--- src/rtl/fetch_req_ctrl_pkg.sv ---
// Shared widths and PC helpers for the fetch request sequencer.
package fetch_req_ctrl_pkg;

  localparam int unsigned XLEN = 64;
  localparam int unsigned ILEN = 32;

  typedef logic [XLEN-1:0] addr_t;
  typedef logic [ILEN-1:0] insn_t;

  localparam addr_t INSN_BYTES = addr_t'(ILEN / 8);

  function automatic addr_t word_align(input addr_t a);
    return {a[XLEN-1:2], 2'b00};
  endfunction

  // Wraps modulo 2^XLEN by construction of the addition width.
  function automatic addr_t next_pc(input addr_t pc);
    return pc + INSN_BYTES;
  endfunction

endpackage

--- src/rtl/fetch_credit_cnt.sv ---
// Up/down counter with synchronous clear and load; clear beats load beats count.
module fetch_credit_cnt
  import fetch_req_ctrl_pkg::*;
#(
  parameter int unsigned W = 4
) (
  input  logic         clk_i,
  input  logic         rst_ni,
  input  logic         clr_i,
  input  logic         ld_i,
  input  logic [W-1:0] ld_val_i,
  input  logic         inc_i,
  input  logic         dec_i,
  output logic [W-1:0] cnt_o
);

  logic [W-1:0] cnt_q, cnt_d;

  always_comb begin
    cnt_d = cnt_q;
    if (clr_i) begin
      cnt_d = '0;
    end else if (ld_i) begin
      cnt_d = ld_val_i;
    end else if (inc_i != dec_i) begin
      cnt_d = inc_i ? cnt_q + W'(1) : cnt_q - W'(1);
    end
  end

  always_ff @(posedge clk_i or negedge rst_ni) begin
    if (!rst_ni) begin
      cnt_q <= '0;
    end else begin
      cnt_q <= cnt_d;
    end
  end

  assign cnt_o = cnt_q;

endmodule

--- src/rtl/fetch_req_ctrl.sv ---
// Fetch sequencer between I$ and fetch FIFO: credit/outstanding-limited requests,
// in-order response push with PC, and flush-kill of in-flight responses.
//
// state | meaning
// IDLE  | no fetching; waits for en_i, then loads boot PC
// FETCH | issuing requests while credits and outstanding cap allow
// DRAIN | en_i low; no new requests, waits for outstanding responses
module fetch_req_ctrl
  import fetch_req_ctrl_pkg::*;
#(
  parameter int unsigned FIFO_DEPTH      = 8,
  parameter int unsigned MAX_OUTSTANDING = 4
) (
  input  logic            clk_i,
  input  logic            rst_ni,
  input  logic            en_i,
  input  logic [XLEN-1:0] boot_addr_i,
  input  logic            flush_i,
  input  logic [XLEN-1:0] flush_addr_i,
  output logic            fetch_req_o,
  output logic [XLEN-1:0] fetch_addr_o,
  input  logic            fetch_gnt_i,
  input  logic            fetch_rvalid_i,
  input  logic [ILEN-1:0] fetch_rdata_i,
  output logic            push_o,
  output logic [XLEN-1:0] push_addr_o,
  output logic [ILEN-1:0] push_data_o,
  input  logic            pop_i
);

  localparam int unsigned OCC_W = $clog2(FIFO_DEPTH + 1);
  localparam int unsigned OUT_W = $clog2(MAX_OUTSTANDING + 1);

  typedef enum logic [1:0] {
    IDLE  = 2'd0,
    FETCH = 2'd1,
    DRAIN = 2'd2
  } fsm_e;

  fsm_e             state_q, state_d;
  addr_t            req_pc_q, req_pc_d;
  addr_t            rsp_pc_q, rsp_pc_d;
  logic [OCC_W-1:0] occ_q;
  logic [OUT_W-1:0] outst_q, kill_q, live, kill_ld_val;
  logic [31:0]      credit_used;
  logic             gnt_cnt, req_fire, kill_dec;

  assign live        = outst_q - kill_q;
  assign credit_used = 32'(occ_q) + 32'(live);

  assign fetch_req_o = (state_q == FETCH) & ~flush_i
                     & (credit_used < FIFO_DEPTH)
                     & (32'(outst_q) < MAX_OUTSTANDING);
  assign fetch_addr_o = req_pc_q;
  assign req_fire     = fetch_req_o & fetch_gnt_i;

  // The request is withdrawn during flush, but an I$ that accepts it anyway
  // has a real transaction in flight; count it so it gets killed.
  assign gnt_cnt = fetch_gnt_i & (fetch_req_o | flush_i);

  assign push_o      = fetch_rvalid_i & (kill_q == '0) & ~flush_i;
  assign push_addr_o = rsp_pc_q;
  assign push_data_o = push_o ? fetch_rdata_i : '0;

  assign kill_dec    = fetch_rvalid_i & (kill_q != '0) & ~flush_i;
  assign kill_ld_val = outst_q + OUT_W'(gnt_cnt) - OUT_W'(fetch_rvalid_i);

  fetch_credit_cnt #(.W(OCC_W)) u_occ_cnt (
    .clk_i    (clk_i),
    .rst_ni   (rst_ni),
    .clr_i    (flush_i),
    .ld_i     (1'b0),
    .ld_val_i ('0),
    .inc_i    (push_o),
    .dec_i    (pop_i),
    .cnt_o    (occ_q)
  );

  fetch_credit_cnt #(.W(OUT_W)) u_outst_cnt (
    .clk_i    (clk_i),
    .rst_ni   (rst_ni),
    .clr_i    (1'b0),
    .ld_i     (1'b0),
    .ld_val_i ('0),
    .inc_i    (gnt_cnt),
    .dec_i    (fetch_rvalid_i),
    .cnt_o    (outst_q)
  );

  fetch_credit_cnt #(.W(OUT_W)) u_kill_cnt (
    .clk_i    (clk_i),
    .rst_ni   (rst_ni),
    .clr_i    (1'b0),
    .ld_i     (flush_i),
    .ld_val_i (kill_ld_val),
    .inc_i    (1'b0),
    .dec_i    (kill_dec),
    .cnt_o    (kill_q)
  );

  always_comb begin
    state_d  = state_q;
    req_pc_d = req_pc_q;
    rsp_pc_d = rsp_pc_q;
    if (flush_i) begin
      req_pc_d = word_align(flush_addr_i);
      rsp_pc_d = word_align(flush_addr_i);
    end else begin
      if (req_fire) req_pc_d = next_pc(req_pc_q);
      if (push_o)   rsp_pc_d = next_pc(rsp_pc_q);
      unique case (state_q)
        IDLE: begin
          if (en_i) begin
            state_d  = FETCH;
            req_pc_d = word_align(boot_addr_i);
            rsp_pc_d = word_align(boot_addr_i);
          end
        end
        FETCH: begin
          if (!en_i) state_d = DRAIN;
        end
        DRAIN: begin
          if (en_i)                 state_d = FETCH;
          else if (outst_q == '0)   state_d = IDLE;
        end
        default: state_d = IDLE;
      endcase
    end
  end

  always_ff @(posedge clk_i or negedge rst_ni) begin
    if (!rst_ni) begin
      state_q  <= IDLE;
      req_pc_q <= '0;
      rsp_pc_q <= '0;
    end else begin
      state_q  <= state_d;
      req_pc_q <= req_pc_d;
      rsp_pc_q <= rsp_pc_d;
    end
  end

  pop_underflow_a: assert property (@(posedge clk_i) disable iff (!rst_ni)
    !(pop_i && (occ_q == '0)));

  credit_bound_a: assert property (@(posedge clk_i) disable iff (!rst_ni)
    credit_used <= FIFO_DEPTH);

endmodule
--- config.mk ---
export PLATFORM = sky130hd
export DESIGN_NAME = fetch_req_ctrl
export DESIGN_NICKNAME = d
export VERILOG_FILES = /design/src/rtl/fetch_req_ctrl_pkg.sv /design/src/rtl/fetch_credit_cnt.sv /design/src/rtl/fetch_req_ctrl.sv
export SDC_FILE = /design/constraint.sdc
export NUM_CORES = 1
export LEC_CHECK = 0
export CAP_MARGIN = 40
export CELL_PAD_IN_SITES_DETAIL_PLACEMENT = 0
export CELL_PAD_IN_SITES_GLOBAL_PLACEMENT = 1
export CORE_MARGIN = 8
export CORE_UTILIZATION = 33
export DETAILED_ROUTE_END_ITERATION = 10
export HOLD_SLACK_MARGIN = 0.1
export MAX_ROUTING_LAYER = met4
export PLACE_DENSITY_LB_ADDON = 0.3
export SLEW_MARGIN = 10
export SYNTH_ARGS = -nofsm -noshare
export SYNTH_HDL_FRONTEND = slang
export SYNTH_SLANG_ARGS = --single-unit
--- constraint.sdc ---
create_clock -name clk_i -period 5 [get_ports clk_i]
set_clock_uncertainty 0.15 [all_clocks]
set_input_delay 1 -clock clk_i [delete_from_list [all_inputs] [get_ports clk_i]]
set_output_delay 1 -clock clk_i [all_outputs]
set_load 0.1 [all_outputs]
==> out/results.txt, run 1 <==
via count: 9703
final core occ: 0.605
worst path bufs/invs: 3
1st-iter DRT viols: 591
Die Wd: 181 µm
Lkg Pwr: 6.44 nW
Root Buffer Master: clkbuf_16
Area Growth Syn to Fin: 80.5%
Synth cell types: 52
post-route cell area: 16300 µm²
DIE HEIGHT: 181 µm
Port Buf Inserts: 320
WL per Instance: 20.2 µm
Syn Std Cell Area: 9030 µm²
DP Cell Count: 1829
Fmax achieved: 234 MHz
nets@finish: 1690
CP max FO: 11
final hold vios: 0
GRT Util Overall: 0.234
Pre-antenna DRT Iters: 7
CP required: 3850 ps
non-filler cells, final: 1866
initial antenna violation count: 5
post-CTS resize count: 0
slowest CP cell: dfrtp_1
async set or reset register ratio after synthesis: 1.00
top cells by count, synth: dfrtp_1 (136), nand2_1 (111), nor2_1 (102), o21ai_0 (96), xnor2_1 (68)
FF-to-FF setup slack: 740 ps
RSZ-0062 raised after global routing: no
Worst EP arrival: 3120 ps
Worst Setup End Kind: output port
Critical R2R Launch: u_outst_cnt.cnt_o[0]
core area: 27000 µm²
setup slack after placement: 578 ps
startpoint types: flip-flop
clock slew at reported path FFs: 60 ps
global-route wire length before repair: 58700 µm
row cnt: 60
Gate Count Post-Synth: 1085
hold slack final: 408 ps
Setup TNS Final: 0 ps
vias in the first global route: 10200
H-tree depth: 4
number of vias per cell: 5.20
Critical path origin: u_outst_cnt.cnt_o[0]
Yosys reg bits: 136
Routed WL: 37700 µm
most frequent cell after synthesis: dfrtp_1
Setup Fix Bufs, Post-CTS: 0
Setup WS post-layout: 735 ps
Worst-Margin Slew: 882 ps
Crit Path Category: flip-flop to output port
DP HPWL: 29000 µm
post-route clock period utilization: 0.853
Post-synth EDFFs: 0
Yosys top cell by area: dfrtp_1
gr ovfl total: 0
cells along the critical path: inv_1, ha_1, inv_1, fa_1, xor2_1, xnor2_1, ha_1, nand4b_1, nand2_1, nor2_1, buf_12
Seq/Total Area, Yosys: 0.377
run status: finished clean
R2R Path End: fetch_addr_o[22]
CP peak stage delay: 450 ps
Slew headroom: 0.412
Worst Hold Class: flip-flop to flip-flop
Post-Syn Area per Cell: 8.32 µm²
number of remaining DRC errors: 0
Final ANT Viol Nets: 0
die area: 32900 µm²
clock buffer depth: 2
worst vdd ir: 219 µV
PwrDens: 380 nW/µm²
global placement routability congestion: 0.850
max-slew violation count: 0
Starting Density: 0.335
largest net degree at the start of global routing: 88
HP Start: state_q[1]
layout cell share with drive strength beyond 1: 0.155
TritonCTS Sinks: 136
logic depth of the worst path, buffers included: 11
boundary pin count: 329
CTS tree: yes
Pwr Total: 6.19 mW
clock latency on the worst-skew pair: 420 ps
Critical Path End: fetch_req_o
Most used DFF post-synth: dfrtp_1
top cell type's share of synthesized area: 0.377
placed inst area: 15600 µm²
hold_buf cts: 0
Max Cap Violations: 0
CTS Buf Count: 17
Crit path max-delay family: adder cells
R2R depth: 13
YS warnings: 0
synth top area cells: dfrtp_1 (38%), xnor2_1 (6.6%), xor2_1 (5.6%), o21ai_0 (5.3%), nand2_1 (4.6%)
final setup fails: 0
crit path time final: 4270 ps
[cells by family (layout without fill, tap and decap cells)]
logic type / after synthesis / count (layout) / synth area share
other cells: 1 / 9 / 0.000415
simple gates: 475 / 475 / 0.274
xor+xnor: 126 / 126 / 0.122
mux: 4 / 4 / 0.00457
buf+inv: 83 / 515 / 0.0388
flops: 136 / 136 / 0.377
compound gates: 245 / 245 / 0.159
fa+ha+maj: 15 / 15 / 0.0241
[how the worst min path moves through the flow]
stage,end,cells past startpoint
after floorplan,state_q[0],2
after global placement,state_q[1],2
after detailed placement,state_q[1],2
after CTS,state_q[1],2
after global routing,u_kill_cnt.cnt_o[1],2
final,state_q[1],2
[report_power, final]
group          switching, mW  internal (mW)  total (mW)
clock                  0.529          0.891        1.42
combinational           1.92           1.31        3.23
sequential             0.261           1.28        1.54
[layout by cell type (no fill, tap or decap), types with 58 or more instances in the layout]
cell type and count:
nor2_1 102, dfrtp_1 136, nand2_1 110, xor2_1 58, clkdlybuf4s50_1 284, buf_16 65, buf_8 60, xnor2_1 68
nand3_1 62, o21ai_0 96, a21oi_1 63
[flip-flops by register name, summed over array words and instances, names as in the netlist]
name               count
fetch_addr_o          62
push_addr_o           62
u_occ_cnt.cnt_o        4
u_kill_cnt.cnt_o       3
u_outst_cnt.cnt_o      3
state_q                2
[routing by layer]
layer	global-route usage	part of all wire	routed length [µm]
met5	-	0	0
met2	0.394	0.49	18500
met3	0.0557	0.061	2280
met4	0.0666	0.019	727
met1	0.276	0.43	16200
[cell type report]
type / count / area [µm²]
fillers: 2205 / 10700
inverters: 20 / 75.1
diodes: 5 / 12.5
well taps: 341 / 427
repair buffers: 464 / 6410
clock inverters: 13 / 218
clock buffers: 18 / 429
multi-input cells: 869 / 5330
flip-flops and latches: 136 / 3400
[worst min-delay path: cells and delay by family (launching register included)]
kind           cells  cell delay [ps]
flip-flops         1              380
AO/OA/AOI/OAI      2              140
(Power assumes the default switching activity.)
==> run 2, diff against run 1 <==
--- a/config.mk
+++ b/config.mk
@@ -5,6 +5,7 @@
 export SDC_FILE = /design/constraint.sdc
 export NUM_CORES = 1
 export LEC_CHECK = 0
+export ABC_AREA = 1
 export CAP_MARGIN = 40
 export CELL_PAD_IN_SITES_DETAIL_PLACEMENT = 0
 export CELL_PAD_IN_SITES_GLOBAL_PLACEMENT = 1
==> run 2 against run 1 <==
Against the previous run: core utilization is 7.7 points lower; power is 30% higher; design area is 7.5% higher; area after synthesis is 22% higher; sequential cell count stayed put; clock power is 13% lower; die area is 20% higher; synthesized cell count is 67% higher; maximum frequency is 2.4% lower; critical path depth is 2 higher; critical path type unchanged; largest cell class is now multi-input combinational cells; largest power group unchanged.
==> out/results.txt, run 2 <==
boundary pin count: 329
RSZ-0062 raised after global routing: no
CP required: 3850 ps
post-route cell area: 17500 µm²
DP HPWL: 45400 µm
async set or reset register ratio after synthesis: 1.00
switching part of the total power: 0.526
post-CTS resize count: 0
WL met1: 24400 µm
Routed WL: 54900 µm
worst vdd ir: 310 µV
hold_buf cts: 0
Seq pwr share: 0.228
YS warnings: 0
Post-Syn Area per Cell: 6.07 µm²
Lkg Pwr: 8.11 nW
internal power: 3.83 mW
Yosys top cell by area: dfrtp_1
number of remaining DRC errors: 0
largest net degree at the start of global routing: 64
CTS tree: yes
Gate Count Post-Synth: 1811
Setup Fix Bufs, Post-CTS: 0
Worst Setup End Kind: output port
met2 wire len: 25200 µm
Pwr Total: 8.08 mW
setup slack after placement: 918 ps
nets@finish: 2424
Setup TNS Final: 0 ps
Sw Pwr: 4.25 mW
uppermost layer routed: met4
Max Cap Violations: 0
startpoint types: flip-flop
Pre-antenna DRT Iters: 6
top cell type's share of synthesized area: 0.310
layout cell share with drive strength beyond 1: 0.114
clock share of power: 0.152
gr ovfl total: 0
clock slew at reported path FFs: 70 ps
CP max FO: 4
row cnt: 67
met3 WL post-DR: 3600 µm
clock buffer depth: 2
Comb pwr share: 0.620
clock latency on the worst-skew pair: 440 ps
core area: 33200 µm²
GRT Util Overall: 0.282
global placement routability congestion: 0.982
Starting Density: 0.331
PwrDens: 461 nW/µm²
placed inst area: 17000 µm²
Die Wd: 199 µm
1st-iter DRT viols: 1275
H-tree depth: 4
commonest non-fill, non-tap cell in the layout: nand2_1
initial antenna violation count: 2
Post-synth EDFFs: 0
CTS Buf Count: 17
Setup WS post-layout: 629 ps
most frequent cell after synthesis: nand2_1
most frequent cells in the layout: nand2_1 (576), nor2_1 (340), clkdlybuf4s50_1 (284), inv_1 (202), nand3_1 (154)
Most used DFF post-synth: dfrtp_1
Worst Hold Class: input pin to asynchronous set/reset pin
Fmax achieved: 229 MHz
Synth cell types: 42
number of vias per cell: 5.01
Syn Std Cell Area: 11000 µm²
crit path time final: 4370 ps
post-route clock period utilization: 0.874
Final ANT Viol Nets: 0
Worst-Margin Slew: 787 ps
Area Growth Syn to Fin: 59.4%
Yosys reg bits: 136
TritonCTS Sinks: 136
top cells by count, synth: nand2_1 (576), nor2_1 (340), inv_1 (202), nand3_1 (154), dfrtp_1 (136)
final setup fails: 0
run status: finished clean
synth top area cells: dfrtp_1 (31%), nand2_1 (20%), nor2_1 (12%), nand3_1 (7.0%), inv_1 (6.9%)
WL per Instance: 20.3 µm
Port Buf Inserts: 320
Slew headroom: 0.475
Crit Path Category: flip-flop to output port
Root Buffer Master: clkbuf_16
vias in the first global route: 13100
Seq/Total Area, Yosys: 0.310
final hold vios: 0
global-route wire length before repair: 80500 µm
via count: 13500
DIE HEIGHT: 199 µm
die area: 39400 µm²
Worst EP arrival: 3220 ps
max-slew violation count: 0
==> run 2: worst max-delay path, cell delays in order, from the launching register on <==
cell,delay (ps)
dfrtp_1,420
inv_1,120
ha_1,150
inv_1,40
fa_1,380
xnor2_1,160
xor2_1,160
ha_1,180
nor2_1,80
nand2_1,60
nor2_2,290
nand2_1,240
inv_1,180
buf_4,310
==> run 2: routing by layer <==
metal | GRT usage | vias up
li1 | - | 6575
met1 | 0.376 | 6363
met2 | 0.439 | 527
met3 | 0.0404 | 84
met4 | 0.0887 | 0
met5 | - | -
==> run 2: cells by family (layout without fill, tap and decap cells) <==
group	count (synthesis)	count (layout)	synth area share
buf+inv	258	699	0.0926
other cells	1	6	0.000341
flops	136	136	0.310
fa+ha+maj	15	15	0.0198
compound gates	147	147	0.0691
simple gates	1209	1209	0.473
xor+xnor	45	45	0.0358
==> run 2: path summary, 6_finish.rpt <==
check                                          start                   end  slack (ps)  cells after the start
worst max-delay path            u_outst_cnt.cnt_o[0]           fetch_req_o         630                     13
worst min-delay path                          rst_ni   u_kill_cnt.cnt_o[2]         320                      1
worst max register to register  u_outst_cnt.cnt_o[0]   u_kill_cnt.cnt_o[2]         820                     17
worst min register to register  u_outst_cnt.cnt_o[0]  u_outst_cnt.cnt_o[0]         380                      1
max in group asynchronous                     rst_ni      fetch_addr_o[57]        3320                      3
min in group clk_i              u_outst_cnt.cnt_o[0]  u_outst_cnt.cnt_o[0]         380                      1
==> run 2: cell type report <==
| cell class | instances | area (µm²) |
|---|---|---|
| Timing Repair Buffer | 459 | 5620 |
| Clock inverter | 11 | 100 |
| Clock buffer | 21 | 460 |
| Multi-Input combinational cell | 1420 | 6590 |
| Tap cell | 448 | 561 |
| Antenna cell | 2 | 5.00 |
| Inverter | 208 | 785 |
| Sequential cell | 136 | 3400 |
| Fill cell | 3306 | 15700 |
==> run 2: stage by stage <==
step / utilization / instances / hold WS (ps)
after detailed placement: 0.511 / 2671 / 370
after global placement: 0.440 / 2545 / 367
final: 0.528 / 2705 / 317
after floorplan: - / 1814 / 349
after global routing: 0.528 / 2705 / 332
after CTS: 0.528 / 2703 / 333
==> run 2: power groups by stage <==
stage,Combinational (mW),Sequential [mW],Clock (mW)
detailed placement,5.00,1.83,0
global placement,4.06,1.84,0
floorplan,1.39,3.23,0
finish,5.01,1.84,1.23
CTS,5.01,1.82,1.24
global route,5.29,1.88,1.29
==> run 3, diff against run 2 <==
--- a/config.mk
+++ b/config.mk
@@ -11,6 +11,8 @@
 export CELL_PAD_IN_SITES_GLOBAL_PLACEMENT = 1
 export CORE_MARGIN = 8
 export CORE_UTILIZATION = 33
+export CTS_BUF_LIST = sky130_fd_sc_hd__clkbuf_8 sky130_fd_sc_hd__clkbuf_16
+export CTS_CLUSTER_SIZE = 30
 export DETAILED_ROUTE_END_ITERATION = 10
 export HOLD_SLACK_MARGIN = 0.1
 export MAX_ROUTING_LAYER = met4
==> run 3 against run 2 <==
Against the previous run: count of clock-buffer cells in the layout is 2 lower; power is essentially flat; cell count is the same; maximum frequency grew 0.12%; sequential share of layout area unchanged; via count about the same; non-clock buffer count did not move; clock power hardly changed; sequential cell count is the same; wire length is essentially flat; first-iteration DRC count increased by 0.24%; critical endpoint unchanged; highest routed layer unchanged.
==> out/results.txt, run 3 (synthesis gave the netlist of run 2 again) <==
Die Wd: 199 µm
WL per Instance: 20.3 µm
Setup WS post-layout: 635 ps
CP required: 3850 ps
Worst EP arrival: 3220 ps
setup slack after placement: 918 ps
CP peak stage delay: 420 ps
logic depth of the worst path, buffers included: 13
Starting Density: 0.331
Final ANT Viol Nets: 0
PwrDens: 461 nW/µm²
global-route wire length before repair: 80500 µm
CTS tree: yes
non-filler cells, final: 2705
row cnt: 67
most frequent cells in the layout: nand2_1 (576), nor2_1 (340), clkdlybuf4s50_1 (284), inv_1 (204), nand3_1 (154)
Worst Setup End Kind: output port
1st-iter DRT viols: 1278
DIE HEIGHT: 199 µm
final setup fails: 0
clock buffer depth: 2
CP max FO: 4
crit path time final: 4370 ps
via count: 13600
GRT Util Overall: 0.282
Area Growth Syn to Fin: 59.4%
worst path bufs/invs: 4
nets@finish: 2424
Setup Fix Bufs, Post-CTS: 0
R2R depth: 17
Setup TNS Final: 0 ps
max-slew violation count: 0
CTS Buf Count: 17
Crit path max-delay family: adder cells
hold_buf cts: 0
number of remaining DRC errors: 0
core area: 33200 µm²
Crit Path Category: flip-flop to output port
clock latency on the worst-skew pair: 440 ps
largest net degree at the start of global routing: 64
initial antenna violation count: 2
layout cell share with drive strength beyond 1: 0.114
post-CTS resize count: 0
Port Buf Inserts: 320
Worst-Margin Slew: 790 ps
cell repeated most along the worst path: inv_1
Slew headroom: 0.473
boundary pin count: 329
Routed WL: 54900 µm
H-tree depth: 4
Max Cap Violations: 0
TritonCTS Sinks: 136
gr ovfl total: 0
run status: finished clean
DP HPWL: 45400 µm
die area: 39400 µm²
slowest CP cell: dfrtp_1
number of vias per cell: 5.01
Pre-antenna DRT Iters: 6
Fmax achieved: 229 MHz
DP Cell Count: 2671
worst vdd ir: 309 µV
clock slew at reported path FFs: 70 ps
commonest non-fill, non-tap cell in the layout: nand2_1
cells along the critical path: inv_1, ha_1, inv_1, fa_1, xnor2_1, xor2_1, ha_1, nor2_1, nand2_1, nor2_2, nand2_1, inv_1, buf_4
final hold vios: 0
Lkg Pwr: 8.12 nW
global placement routability congestion: 0.982
vias in the first global route: 13100
post-route clock period utilization: 0.873
RSZ-0062 raised after global routing: no
startpoint types: flip-flop
Root Buffer Master: clkbuf_16
fill cell count: 3306
Worst Hold Class: input pin to asynchronous set/reset pin
[run 3: cell types whose count changed in the layout (fill, tap and decap cells not counted), sizes merged]
cell,previous run,this run
clkbuf,21,19
inv,207,209
[run 3: worst paths after layout]
path / start / endpoint / slack [ps]
max in group asynchronous: rst_ni / fetch_addr_o[57] / 3320
worst min-delay path: rst_ni / u_kill_cnt.cnt_o[2] / 320
min in group clk_i: u_outst_cnt.cnt_o[0] / u_outst_cnt.cnt_o[0] / 380
worst max-delay path: u_outst_cnt.cnt_o[0] / fetch_req_o / 630
worst max register to register: u_outst_cnt.cnt_o[0] / u_kill_cnt.cnt_o[2] / 820
worst min register to register: u_outst_cnt.cnt_o[0] / u_outst_cnt.cnt_o[0] / 380
[run 3: layout make-up]
| class | instances | area, µm² | share of cell area |
|---|---|---|---|
| sequential | 136 | 3400 | 0.194 |
| timing repair buffer | 459 | 5620 | 0.321 |
| antenna | 2 | 5.00 | 0.000286 |
| tap | 448 | 561 | 0.0320 |
| multi-input combinational | 1420 | 6590 | 0.376 |
| clock buffer | 19 | 453 | 0.0258 |
| inverter | 208 | 785 | 0.0448 |
| clock inverter | 13 | 108 | 0.00614 |
[run 3: power by group]
part / switching [mW] / total, mW / internal, mW
clock: 0.522 / 1.23 / 0.705
combinational: 3.25 / 5.01 / 1.76
sequential: 0.478 / 1.84 / 1.36
total: 4.25 / 8.07 / 3.83
[run 3: worst register-to-register path: cells and delay by family, from the launching register on]
family / cells / cell delay [ps]
buffers and inverters: 4 / 450
XOR/XNOR: 3 / 500
AND/OR/NAND/NOR: 2 / 460
adder cells (fa/ha/maj): 5 / 1420
flip-flops: 1 / 420
AO/OA/AOI/OAI: 3 / 630
[run 3: routing by layer]
metal | vias up | routed length, µm | track usage
met5 | - | 0 | -
met4 | 0 | 1630 | 0.0887
met3 | 84 | 3720 | 0.0404
met2 | 540 | 25200 | 0.439
met1 | 6359 | 24300 | 0.376
li1 | 6575 | - | -
[run 3: through the flow]
stage | hold slack, ps | instance area (µm²) | util | total power [mW]
floorplan | 349 | 11000 | - | 4.62
global placement | 367 | 14600 | 0.440 | 5.90
detailed placement | 370 | 17000 | 0.511 | 6.83
CTS | 333 | 17500 | 0.528 | 8.07
global route | 332 | 17500 | 0.528 | 8.45
finish | 318 | 17500 | 0.528 | 8.07
